File: src/rtl/ascon_ctrl_fsm_pkg.sv
// Shared types and constants for the ASCON-128a control path.
// Optional AD-skip support in the controller is enabled with ASCON_AD_SKIP_EN.
package ascon_pack;

  localparam int ROUNDS_A_C = 12;
  localparam int ROUNDS_B_C = 8;
  localparam logic [3:0] ROUND_LAST_C = 4'd11;

  typedef enum logic [2:0] {
    ST_IDLE,
    ST_INIT,
    ST_WAIT_AD,
    ST_AD,
    ST_WAIT_PT,
    ST_PT,
    ST_FINAL,
    ST_DONE
  } type_ctrl_state;

  // First round-constant index of a permutation with the given round count.
  function automatic logic [3:0] round_start(input int rounds);
    return 4'(ROUNDS_A_C - rounds);
  endfunction

endpackage

File: src/rtl/ascon_ctrl_fsm_round_counter.sv
// Round-constant index counter: load of one of two start values, increment, hold.
module round_counter #(
  parameter logic [3:0] START_A = 4'd0,
  parameter logic [3:0] START_B = 4'd4
) (
  input  logic       clock_i,
  input  logic       resetb_i,
  input  logic       en_i,
  input  logic       load_a_i,
  input  logic       load_b_i,
  output logic [3:0] count_o
);

  logic [3:0] count_d;
  logic [3:0] count_q;

  always_comb begin
    count_d = count_q;
    if (load_a_i) begin
      count_d = START_A;
    end else if (load_b_i) begin
      count_d = START_B;
    end else if (en_i) begin
      count_d = count_q + 4'd1;
    end
  end

  always_ff @(posedge clock_i or negedge resetb_i) begin
    if (!resetb_i) begin
      count_q <= '0;
    end else begin
      count_q <= count_d;
    end
  end

  assign count_o = count_q;

endmodule

File: src/rtl/ascon_ctrl_fsm.sv
// Moore control FSM for the ASCON-128a datapath (init, one AD block, PT blocks, final).
// Define ASCON_AD_SKIP_EN to add ad_skip_i, which bypasses the AD phase.
//   state      | meaning
//   IDLE       | waiting for start_i
//   INIT       | p^a over IV||K||N
//   WAIT_AD    | waiting for the AD block
//   AD         | p^b over the AD block
//   WAIT_PT    | waiting for a plaintext block
//   PT         | p^b over a non-final plaintext block
//   FINAL      | p^a over the final block, key injected
//   DONE       | tag valid for one cycle
module ascon_ctrl_fsm
  import ascon_pack::*;
#(
  parameter int ROUNDS_A = ROUNDS_A_C,
  parameter int ROUNDS_B = ROUNDS_B_C
) (
  input  logic       clock_i,
  input  logic       resetb_i,
  input  logic       start_i,
  input  logic       data_valid_i,
  input  logic       last_i,
`ifdef ASCON_AD_SKIP_EN
  input  logic       ad_skip_i,
`endif
  output logic       init_state_o,
  output logic       en_reg_state_o,
  output logic       en_xor_begin_data_o,
  output logic       en_xor_begin_key_o,
  output logic       en_xor_end_key_o,
  output logic       en_xor_end_lsb_o,
  output logic [3:0] round_o,
  output logic       data_ready_o,
  output logic       cipher_valid_o,
  output logic       tag_valid_o,
  output logic       busy_o
);

  localparam logic [3:0] START_A = round_start(ROUNDS_A);
  localparam logic [3:0] START_B = round_start(ROUNDS_B);

  type_ctrl_state state_d;
  type_ctrl_state state_q;
  logic [3:0]     cnt;
  logic           cnt_en;
  logic           load_a;
  logic           load_b;
  logic           ad_skip_q;
  logic           last_round;

  round_counter #(
    .START_A (START_A),
    .START_B (START_B)
  ) u_round_counter (
    .clock_i  (clock_i),
    .resetb_i (resetb_i),
    .en_i     (cnt_en),
    .load_a_i (load_a),
    .load_b_i (load_b),
    .count_o  (cnt)
  );

`ifdef ASCON_AD_SKIP_EN
  logic ad_skip_d;

  always_comb begin
    ad_skip_d = ad_skip_q;
    if (state_q == ST_IDLE && start_i) begin
      ad_skip_d = ad_skip_i;
    end
  end

  always_ff @(posedge clock_i or negedge resetb_i) begin
    if (!resetb_i) begin
      ad_skip_q <= 1'b0;
    end else begin
      ad_skip_q <= ad_skip_d;
    end
  end
`else
  assign ad_skip_q = 1'b0;
`endif

  assign last_round = (cnt == ROUND_LAST_C);

  always_ff @(posedge clock_i or negedge resetb_i) begin
    if (!resetb_i) begin
      state_q <= ST_IDLE;
    end else begin
      state_q <= state_d;
    end
  end

  // Outputs depend only on registered state/counter, so reset clears them at once.
  always_comb begin
    state_d             = state_q;
    cnt_en              = 1'b0;
    load_a              = 1'b0;
    load_b              = 1'b0;
    init_state_o        = 1'b0;
    en_reg_state_o      = 1'b0;
    en_xor_begin_data_o = 1'b0;
    en_xor_begin_key_o  = 1'b0;
    en_xor_end_key_o    = 1'b0;
    en_xor_end_lsb_o    = 1'b0;
    round_o             = 4'd0;
    data_ready_o        = 1'b0;
    cipher_valid_o      = 1'b0;
    tag_valid_o         = 1'b0;
    busy_o              = 1'b1;

    case (state_q)
      ST_IDLE: begin
        busy_o = 1'b0;
        if (start_i) begin
          load_a  = 1'b1;
          state_d = ST_INIT;
        end
      end

      ST_INIT: begin
        en_reg_state_o = 1'b1;
        round_o        = cnt;
        init_state_o   = (cnt == START_A);
        if (last_round) begin
          en_xor_end_key_o = 1'b1;
          en_xor_end_lsb_o = ad_skip_q;
          state_d          = ad_skip_q ? ST_WAIT_PT : ST_WAIT_AD;
        end else begin
          cnt_en = 1'b1;
        end
      end

      ST_WAIT_AD: begin
        if (data_valid_i) begin
          load_b  = 1'b1;
          state_d = ST_AD;
        end
      end

      ST_AD: begin
        en_reg_state_o      = 1'b1;
        round_o             = cnt;
        en_xor_begin_data_o = (cnt == START_B);
        data_ready_o        = (cnt == START_B);
        if (last_round) begin
          en_xor_end_lsb_o = 1'b1;
          state_d          = ST_WAIT_PT;
        end else begin
          cnt_en = 1'b1;
        end
      end

      ST_WAIT_PT: begin
        if (data_valid_i) begin
          if (last_i) begin
            load_a  = 1'b1;
            state_d = ST_FINAL;
          end else begin
            load_b  = 1'b1;
            state_d = ST_PT;
          end
        end
      end

      ST_PT: begin
        en_reg_state_o      = 1'b1;
        round_o             = cnt;
        en_xor_begin_data_o = (cnt == START_B);
        data_ready_o        = (cnt == START_B);
        cipher_valid_o      = (cnt == START_B);
        if (last_round) begin
          state_d = ST_WAIT_PT;
        end else begin
          cnt_en = 1'b1;
        end
      end

      ST_FINAL: begin
        en_reg_state_o      = 1'b1;
        round_o             = cnt;
        en_xor_begin_data_o = (cnt == START_A);
        en_xor_begin_key_o  = (cnt == START_A);
        data_ready_o        = (cnt == START_A);
        cipher_valid_o      = (cnt == START_A);
        if (last_round) begin
          en_xor_end_key_o = 1'b1;
          state_d          = ST_DONE;
        end else begin
          cnt_en = 1'b1;
        end
      end

      ST_DONE: begin
        tag_valid_o = 1'b1;
        state_d     = ST_IDLE;
      end

      default: begin
        busy_o  = 1'b0;
        state_d = ST_IDLE;
      end
    endcase
  end

endmodule

File: config.mk
export PLATFORM = sky130hd
export DESIGN_NAME = ascon_ctrl_fsm
export DESIGN_NICKNAME = d
export VERILOG_FILES = /design/src/rtl/ascon_ctrl_fsm_pkg.sv /design/src/rtl/ascon_ctrl_fsm_round_counter.sv /design/src/rtl/ascon_ctrl_fsm.sv
export SDC_FILE = /design/constraint.sdc
export NUM_CORES = 1
export LEC_CHECK = 0
export ABC_AREA = 1
export ABC_CLOCK_PERIOD_IN_PS = 4600
export CORE_UTILIZATION = 45
export DETAILED_ROUTE_END_ITERATION = 7
export GPL_TIMING_DRIVEN = 0
export PLACE_DENSITY = 0.74
export REMOVE_ABC_BUFFERS = 1
export SYNTH_ARGS = -nofsm -noshare
export SYNTH_HDL_FRONTEND = slang
export SYNTH_SLANG_ARGS = --single-unit
File: constraint.sdc
create_clock -name clock_i -period 4.6 [get_ports clock_i]
set_clock_uncertainty 0.2 [all_clocks]
set_input_delay 1.15 -clock clock_i [delete_from_list [all_inputs] [get_ports clock_i]]
set_output_delay 1.15 -clock clock_i [all_outputs]
set_load 0.02 [all_outputs]
# After elaboration in Yosys (flattened, before gate mapping)
# Index checks and enable logic that the tools add are counted.
classes:
  eq_ne: 15
  magnitude_cmp: 0
  reduce_logical: 7
  n_mux: 32
  div: 0
  shift: 0
  n_addsub: 1
  bitwise: 0
  n_mul: 0
op_table:
  columns: ["op", "n"]
  rows:
  - ["$pmux W3 S7", 1]
  - ["$mux W3", 6]
  - ["$mux W1", 16]
  - ["$mux W4", 4]
  - ["$eq A3 B3 Y1 const B", 4]
  - ["$ne A2 B2 Y1 const B", 5]
  - ["$pmux W1 S2", 4]
  - ["$eq A3 B2 Y1 const B", 2]
  - ["$reduce_and A6 Y1", 1]
  - ["$add A4 B1 Y4 const B", 1]
  - ["$eq A4 B3 Y1 const B", 1]
  - ["$eq A4 B4 Y1 const B", 1]
  - ["$logic_not A4 Y1", 1]
  - ["$reduce_or A2 Y1", 2]
  - ["$reduce_or A4 Y1", 1]
  - ["$eq A3 B1 Y1 const B", 1]
  - ["$logic_not A3 Y1", 1]
  - ["$reduce_bool A3 Y1", 1]
  - ["$mux W2", 1]
  - ["$ne A2 B1 Y1 const B", 1]
word_totals:
  mem_bits_ro: 0
  output_inout_bits: 14
  ramBits: 0
  regBits: 7
  inputBits: 5
  latchBits: 0
  memories: 0

# Longest topological paths before layout
# Gate-level depths: netlist of run 1.
logic_depth:
  depth_word: 6
  mapped_depth: 10

# Modules after synthesis
# A second synthesis of run 1 with hierarchy kept.
unflattened:
  hier_cells: 105
  area_unflattened_um2: 659.4
modules_own_cells:
  columns: ["module", "n_inst", "area_each_um2", "seq_area_each_um2", "cells_each"]
  rows:
  - ["ascon_ctrl_fsm", 1, 432.9, 75.1, 74]
  - ["round_counter", 1, 226.5, 100.1, 31]

# Worst setup path after synthesis of run 1
# Ideal clock, no wire load.
synth_timing:
  path_kind: "register to output"
  start: "reg u_round_counter.count_q[0], in the netlist u_round_counter.count_o[0]"
  end: "out en_xor_begin_data_o"
  arrival_ns: 1.677
  path_slack_ns: 1.573
  stages_incl_launch_ff: 8
  required_ns: 3.250
  path_cell_list: "dfrtp_1 inv_1 ha_1 nand3_1 nor2_1 inv_1 o21ai_0 buf_4"
synth_between:
  elab_chain_len: 2
  elab_cells_between_ends: 3
  classes_between: "1 x eq/ne; 1 x mux; 1 x reduce/logical"
synth_lines:
  columns: ["item", "line", "rtl"]
  rows:
  - ["start: declaration", "ascon_ctrl_fsm_round_counter.sv:15", "logic [3:0] count_q;"]
  - ["start signal: assignment", "ascon_ctrl_fsm_round_counter.sv:32", "count_q <= count_d;"]
  - ["$eq A4 B3 Y1 / $logic_not A4 Y1 (equally long branches)", null, null]
  - ["$pmux W1 S2 (*)", null, null]
  - ["end: declaration", "ascon_ctrl_fsm.sv:28", "output logic en_xor_begin_data_o,"]
# Mark *: on every way between the ends. The rest lies on a longest branch, timed or not.

# Final worst setup path of run 1
layout_timing:
  start: "reg state_q[2]"
  end: "out en_xor_begin_data_o"
layout_between:
  elab_chain_len: 3
  elab_cells_between_ends: 5
  classes_between: "3 x eq/ne; 1 x mux; 1 x reduce/logical"
layout_lines:
  columns: ["item", "line", "rtl"]
  rows:
  - ["start: declaration", "ascon_ctrl_fsm.sv:43", "type_ctrl_state state_q;"]
  - ["start signal: assignment", "ascon_ctrl_fsm.sv:90", "state_q <= state_d;"]
  - ["$eq A3 B3 Y1 / $eq A3 B2 Y1 (equally long branches)", "ascon_ctrl_fsm.sv:112", "case (state_q)"]
  - ["$reduce_or A2 Y1 (no line)", null, null]
  - ["$pmux W1 S2 (*)", "ascon_ctrl_fsm.sv:112", null]
# Marks and branches as above.

==> impl_metrics.tcl, run 1 <==
set metrics [dict create \
    die_area_um2 1810 \
    ctsResizeCount 0 \
    comb_power_share_pct 70.8 \
    p_int_mw 0.326 \
    synth_area_leaders "dfrtp_1, nand3_1, nand2_1" \
    rows 14 \
    synth_cell_types 21 \
    pwr-share-seq_pct 21.8 \
    floorplan.die.height_um 42.5 \
    synth.avg_cell_area_um2 7.25 \
    synth_top_area_cell "dfrtp_1" \
    final.min_clock_period_ps 3390 \
    irDropWorstVdd_uv 379 \
    grt.overflow.total 0 \
    initial_core_util_pct 48.5 \
    grt_max_degree 11 \
    cts_buffers 3 \
    drt_iter0_drc 7 \
    ant_nets 0 \
    clock_latency_ps 240 \
    grtUsageMet1_pct 23.8 \
    gp_congestion 0.828 \
    synth-seq-cells 7 \
    area_growth_syn_to_layout_pct 25.0 \
    antenna_cells 0 \
    drive_gt1_share_pct 19.2 \
    grt_pass1_wl_um 2420 \
    post-synth-top-area-fraction_pct 23.7 \
    p_sw_mw 0.383 \
    clockPowerShare_pct 7.4 \
    hp-class "reg2reg" \
    fmax_ghz 0.295 \
    die_x_um 42.5 \
    netlist_area_um2 739 \
    cts_hold_buf 0 \
    htree_levels 1 \
    cellLeakagePower_nw 0.431 \
    cp_max_fo 10 \
    power.density_nw_per_um2 767 \
    hold_viol 0 \
    cp-end-kind "output port" \
    slew_viol_final 0 \
    post_drt_wl_per_cell_um 9.99 \
    dp_hpwl_um 1140 \
    clkSinkCount 7 \
    clock-root-buffer "clkbuf_4" \
    drc 0 \
    use_met3_pct 2.59 \
    synth_warnings 0 \
    routed_via_density 4.96 \
    busiest_layer "met2" \
    yosysSeqAreaShare_pct 23.7 \
    crit_arrival_ps 2040 \
    cp-start-kind "flip-flop" \
    status "completed" \
    worst_slew_pin_slew_ps 425 \
    num_vias 675 \
    cts_tree "yes" \
    final_net_count 128 \
    rsz0062_at_grt "false" \
    sw_frac_of_total_pct 54.0 \
    clockBufferDepth 2 \
    fin_crit_sh_pct 73.7 \
    drv_cap 0 \
    core_area_um2 1520 \
    firstDrtPassIters 4 \
    cts_setup_buffers 0 \
    critical_path_class "reg2out" \
    track_usage_pct 18.0 \
    fill_cells 141 \
    wirelength_um 1360 \
    io-pin-count 19 \
    slew_headroom_pct 71.6 \
    finalSetupTns_ps 0 \
    grt_pass1_vias 603 \
    syn_inst 102 \
    final-setup-viol-count 0 \
    cp.required_ps 3250 \
    power_mw 0.709 \
    port_buffers 18 \
    clk_pin_slew_ps 50 \
    grt_util_met2_pct 27.4 \
    grt_antenna_before_repair 0 \
]
==> flip-flops by register name, summed over array words and instances (netlist names) <==
| name | cells |
|---|---|
| state_q | 3 |
| u_round_counter.count_o | 4 |
==> power groups by stage <==
| stage | logic, mW | clock network (mW) | registers, mW |
|---|---|---|---|
| final | 0.502 | 0.0521 | 0.154 |
| after global routing | 0.559 | 0.0587 | 0.161 |
| after CTS | 0.508 | 0.0555 | 0.153 |
| after detailed placement | 0.505 | 0 | 0.154 |
| after global placement | 0.499 | 0 | 0.154 |
| after floorplan | 0.375 | 0 | 0.144 |
==> cell usage after synthesis <==
library cell and instances:
inv_6 1, nor2_1 11, buf_6 3, o21ai_0 3
ha_1 2, nand3_1 18, nand3_2 5, a31oi_1 1
inv_2 1, nand2_4 3, nand2_8 2, nor3_1 1
nor2_4 2, nor2_2 3, inv_4 3, nand4_1 3
dfrtp_1 7, buf_4 1, xor2_1 1, inv_1 9
nand2_1 22
==> area by class of cell <==
class / count / area (um^2) / share of cell area [%]
multi-input cells: 77 / 458 / 49.5
repair buffers: 18 / 180 / 19.5
flip-flops and latches: 7 / 175 / 18.9
inverters: 14 / 65.1 / 7.04
clock buffers: 4 / 26.3 / 2.84
well taps: 16 / 20.0 / 2.17
==> routing by layer <==
layer  part of all wire, %  wire [um]  vias up
li1                      -          -      366
met1                    48        658      288
met2                    47        642       19
met3                   3.4         46        2
met4                  0.88         12        0
met5                     0          0        -
==> logic make-up after synthesis <==
family | share of synthesized area, %
compound gates | 2.88
simple gates | 54.5
buf+inv | 14.4
fa+ha+maj | 3.38
flops | 23.7
xor+xnor | 1.18
==> critical path, stage by stage, from the launching register on <==
cell and delay [ps]:
dfrtp_1 530, inv_6 150, nand3_2 110, nand2_4 130, inv_4 60, o21ai_0 190, clkdlybuf4s50_1 640
==> final timing paths <==
check	from	to	slack, ps	cells past startpoint
worst max register to register	state_q[2]	state_q[1]	3000	7
min in group asynchronous	resetb_i	state_q[0]	950	1
worst max-delay path	state_q[2]	en_xor_begin_data_o	1210	6
worst min register to register	u_round_counter.count_o[0]	u_round_counter.count_o[0]	390	2
max in group asynchronous	resetb_i	u_round_counter.count_o[3]	3030	1
worst min-delay path	u_round_counter.count_o[0]	u_round_counter.count_o[0]	390	2
==> cell usage in the layout (no fill, tap or decap), drive strengths merged <==
master / count
nand4: 3
nor2: 16
nand3: 23
o21ai: 3
inv: 14
dfrtp: 7
nor3: 1
xor2: 1
clkdlybuf4s50: 18
ha: 2
nand2: 27
a31oi: 1
clkbuf: 4
==> metrics by stage <==
step | std cells | cell area, um^2 | util [%] | hold WS (ps) | setup slack [ps]
final | 136 | 925 | 60.7 | 392 | 1210
after global routing | 136 | 925 | 60.7 | 405 | 1100
after CTS | 136 | 925 | 60.7 | 390 | 1180
after detailed placement | 132 | 898 | 58.9 | 376 | 1450
after global placement | 132 | 898 | 58.9 | 370 | 1470
after floorplan | 98 | 698 | - | 336 | 1490
Note: power is estimated with default switching activity, not from simulation.
==> inputs of run 2 (changes only) <==
--- a/config.mk
+++ b/config.mk
@@ -6,11 +6,11 @@
 export NUM_CORES = 1
 export LEC_CHECK = 0
 export ABC_AREA = 1
-export ABC_CLOCK_PERIOD_IN_PS = 4600
-export CORE_UTILIZATION = 45
+export ABC_CLOCK_PERIOD_IN_PS = 3000
+export CORE_UTILIZATION = 43
 export DETAILED_ROUTE_END_ITERATION = 7
 export GPL_TIMING_DRIVEN = 0
-export PLACE_DENSITY = 0.74
+export PLACE_DENSITY = 0.75
 export REMOVE_ABC_BUFFERS = 1
 export SYNTH_ARGS = -nofsm -noshare
 export SYNTH_HDL_FRONTEND = slang
==> constraint.sdc (replaced) <==
create_clock -name clock_i -period 3 [get_ports clock_i]
set_clock_uncertainty 0.2 [all_clocks]
set_input_delay 0.75 -clock clock_i [delete_from_list [all_inputs] [get_ports clock_i]]
set_output_delay 0.75 -clock clock_i [all_outputs]
set_load 0.02 [all_outputs]
==> impl_metrics.tcl, run 2 (synthesized netlist as in run 1, its figures left out) <==
set metrics [dict create \
    die_area_um2 1890 \
    slew_headroom_pct 75.5 \
    wirelength_um 1460 \
    hold_viol 0 \
    power_mw 1.09 \
    final_net_count 128 \
    fill_cells 151 \
    pwr-share-seq_pct 22.1 \
    grt_max_degree 11 \
    cellLeakagePower_nw 0.456 \
    cts_tree "yes" \
    cp-start-kind "flip-flop" \
    drv_cap 0 \
    wl_met1_um 639 \
    initial_core_util_pct 47.4 \
    clk_pin_slew_ps 50 \
    grt_antenna_before_repair 0 \
    crit_arrival_ps 1870 \
    status "finished, violations left" \
    gp_congestion 0.783 \
    worstReg2RegStart "state_q[1]" \
    grt.overflow.total 0 \
    clkSinkCount 7 \
    floorplan.die.height_um 43.5 \
    place_area_um2 898 \
    drc 4 \
    r2r_slack_ps 1420 \
    min_to "u_round_counter.count_o[0]" \
    firstDrtPassIters 6 \
    track_usage_pct 19.4 \
    final-setup-viol-count 0 \
    port_buffers 18 \
    fmax_ghz 0.354 \
    final.min_clock_period_ps 2820 \
    cp-end-kind "output port" \
    dr_wl_met2_um 749 \
    dp_hpwl_um 1200 \
    clockBufferDepth 2 \
    clock-root-buffer "clkbuf_4" \
    cts_buffers 3 \
    post_drt_wl_per_cell_um 10.8 \
    num_vias 685 \
    slew_viol_final 0 \
    die_x_um 43.5 \
    critical_path_class "reg2out" \
    sw_frac_of_total_pct 54.4 \
    clockPowerShare_pct 7.3 \
    drive_gt1_share_pct 20.8 \
    rsz0062_at_grt "false" \
    area_growth_syn_to_layout_pct 25.4 \
    largest_register_ffs 4 \
    violations "DRC" \
    highest_layer "met4" \
    cp.required_ps 2050 \
    cp_max_fo 8 \
    grt_pass1_wl_um 2670 \
    most-common-layout-cells "nand2_1, nand3_1, clkdlybuf4s50_1" \
    drt_iter0_drc 17 \
    final_common_cell "nand2_1" \
    power.density_nw_per_um2 1180 \
    p_sw_mw 0.595 \
    fin_crit_sh_pct 94.1 \
    antenna_cells 0 \
    r2r_end "state_q[1]" \
    hold_start "u_round_counter.count_o[0]" \
    rows 14 \
    io-pin-count 19 \
    routed_via_density 5.04 \
    clock_latency_ps 240 \
    worst_slew_pin_slew_ps 368 \
    htree_levels 1 \
    hp-class "reg2reg" \
    p_int_mw 0.498 \
    finalNonFillerCells 136 \
    dp_cells 132 \
    ff2ff_path_depth 9 \
    met3_length_um 63 \
    final_area_um2 927 \
    core_area_um2 1560 \
    irDropWorstVdd_uv 622 \
    finalSetupTns_ps 0 \
    ant_nets 0 \
    grt_pass1_vias 650 \
    cts_hold_buf 0 \
    whs_path_depth 2 \
    comb_power_share_pct 70.6 \
]
## run 2: cell type report
| cell class | count | area (um^2) | area share, % |
|---|---|---|---|
| clock buffers | 4 | 26.3 | 2.83 |
| inverters | 14 | 65.1 | 7.02 |
| multi-input cells | 77 | 458 | 49.4 |
| flip-flops and latches | 7 | 178 | 19.2 |
| well taps | 16 | 20.0 | 2.16 |
| repair buffers | 18 | 180 | 19.4 |
## run 2: repair_timing
| item | 4_1_cts | 5_1_grt |
|---|---|---|
| setup endpoints to repair | 2 | 6 |
| resized for setup | 3 | 2 |
| buffers inserted | 0 | 0 |
## run 2: worst max-delay path, cell delays in order (launching register included)
cell and delay, ps:
dfrtp_1 500, inv_2 140, nand3_2 130, nand2_4 110
nor2_4 50, nor2_1 90, clkdlybuf4s50_1 610
## run 2: how the worst max path moves through the flow
| stage | slack [ps] | from | depth (start not counted) | end |
|---|---|---|---|---|
| 5_1_grt | 60 | u_round_counter.count_o[0] | 5 | en_xor_begin_key_o |
| 2_1_floorplan | 290 | state_q[2] | 5 | data_ready_o |
| 3_3_place_gp | 270 | state_q[2] | 6 | data_ready_o |
| 3_5_place_dp | 230 | state_q[0] | 5 | data_ready_o |
| 6_report | 180 | state_q[1] | 6 | round_o[3] |
| 4_1_cts | 60 | state_q[2] | 5 | cipher_valid_o |
## run 2: power groups by stage
stage	Combinational, mW	Clock, mW	Sequential (mW)
finish	0.772	0.0796	0.241
global route	0.861	0.0908	0.251
CTS	0.775	0.0853	0.237
detailed placement	0.777	0	0.237
global placement	0.764	0	0.235
floorplan	0.575	0	0.220
## run 2: per-layer routing
metal | track usage, % | vias up
li1 | - | 364
met1 | 25.0 | 298
met2 | 31.2 | 21
met3 | 2.50 | 2
met4 | 11.3 | 0
met5 | 0 | -
## run 2: per-stage QoR
step | hold WS, ps | util, % | worst slack (ps)
final | 390 | 59.5 | 178
after floorplan | 254 | - | 291
after detailed placement | 374 | 57.6 | 227
after CTS | 388 | 59.2 | 63.0
after global routing | 464 | 59.5 | 58.9
after global placement | 369 | 57.6 | 273
==> inputs of run 3 (changes only) <==
--- a/config.mk
+++ b/config.mk
@@ -10,6 +10,7 @@
 export CORE_UTILIZATION = 43
 export DETAILED_ROUTE_END_ITERATION = 7
 export GPL_TIMING_DRIVEN = 0
+export HOLD_SLACK_MARGIN = 0.1
 export PLACE_DENSITY = 0.75
 export REMOVE_ABC_BUFFERS = 1
 export SYNTH_ARGS = -nofsm -noshare
==> results of run 3 <==
Same layout as run 2: the final DEF is identical, and so are final timing and power.
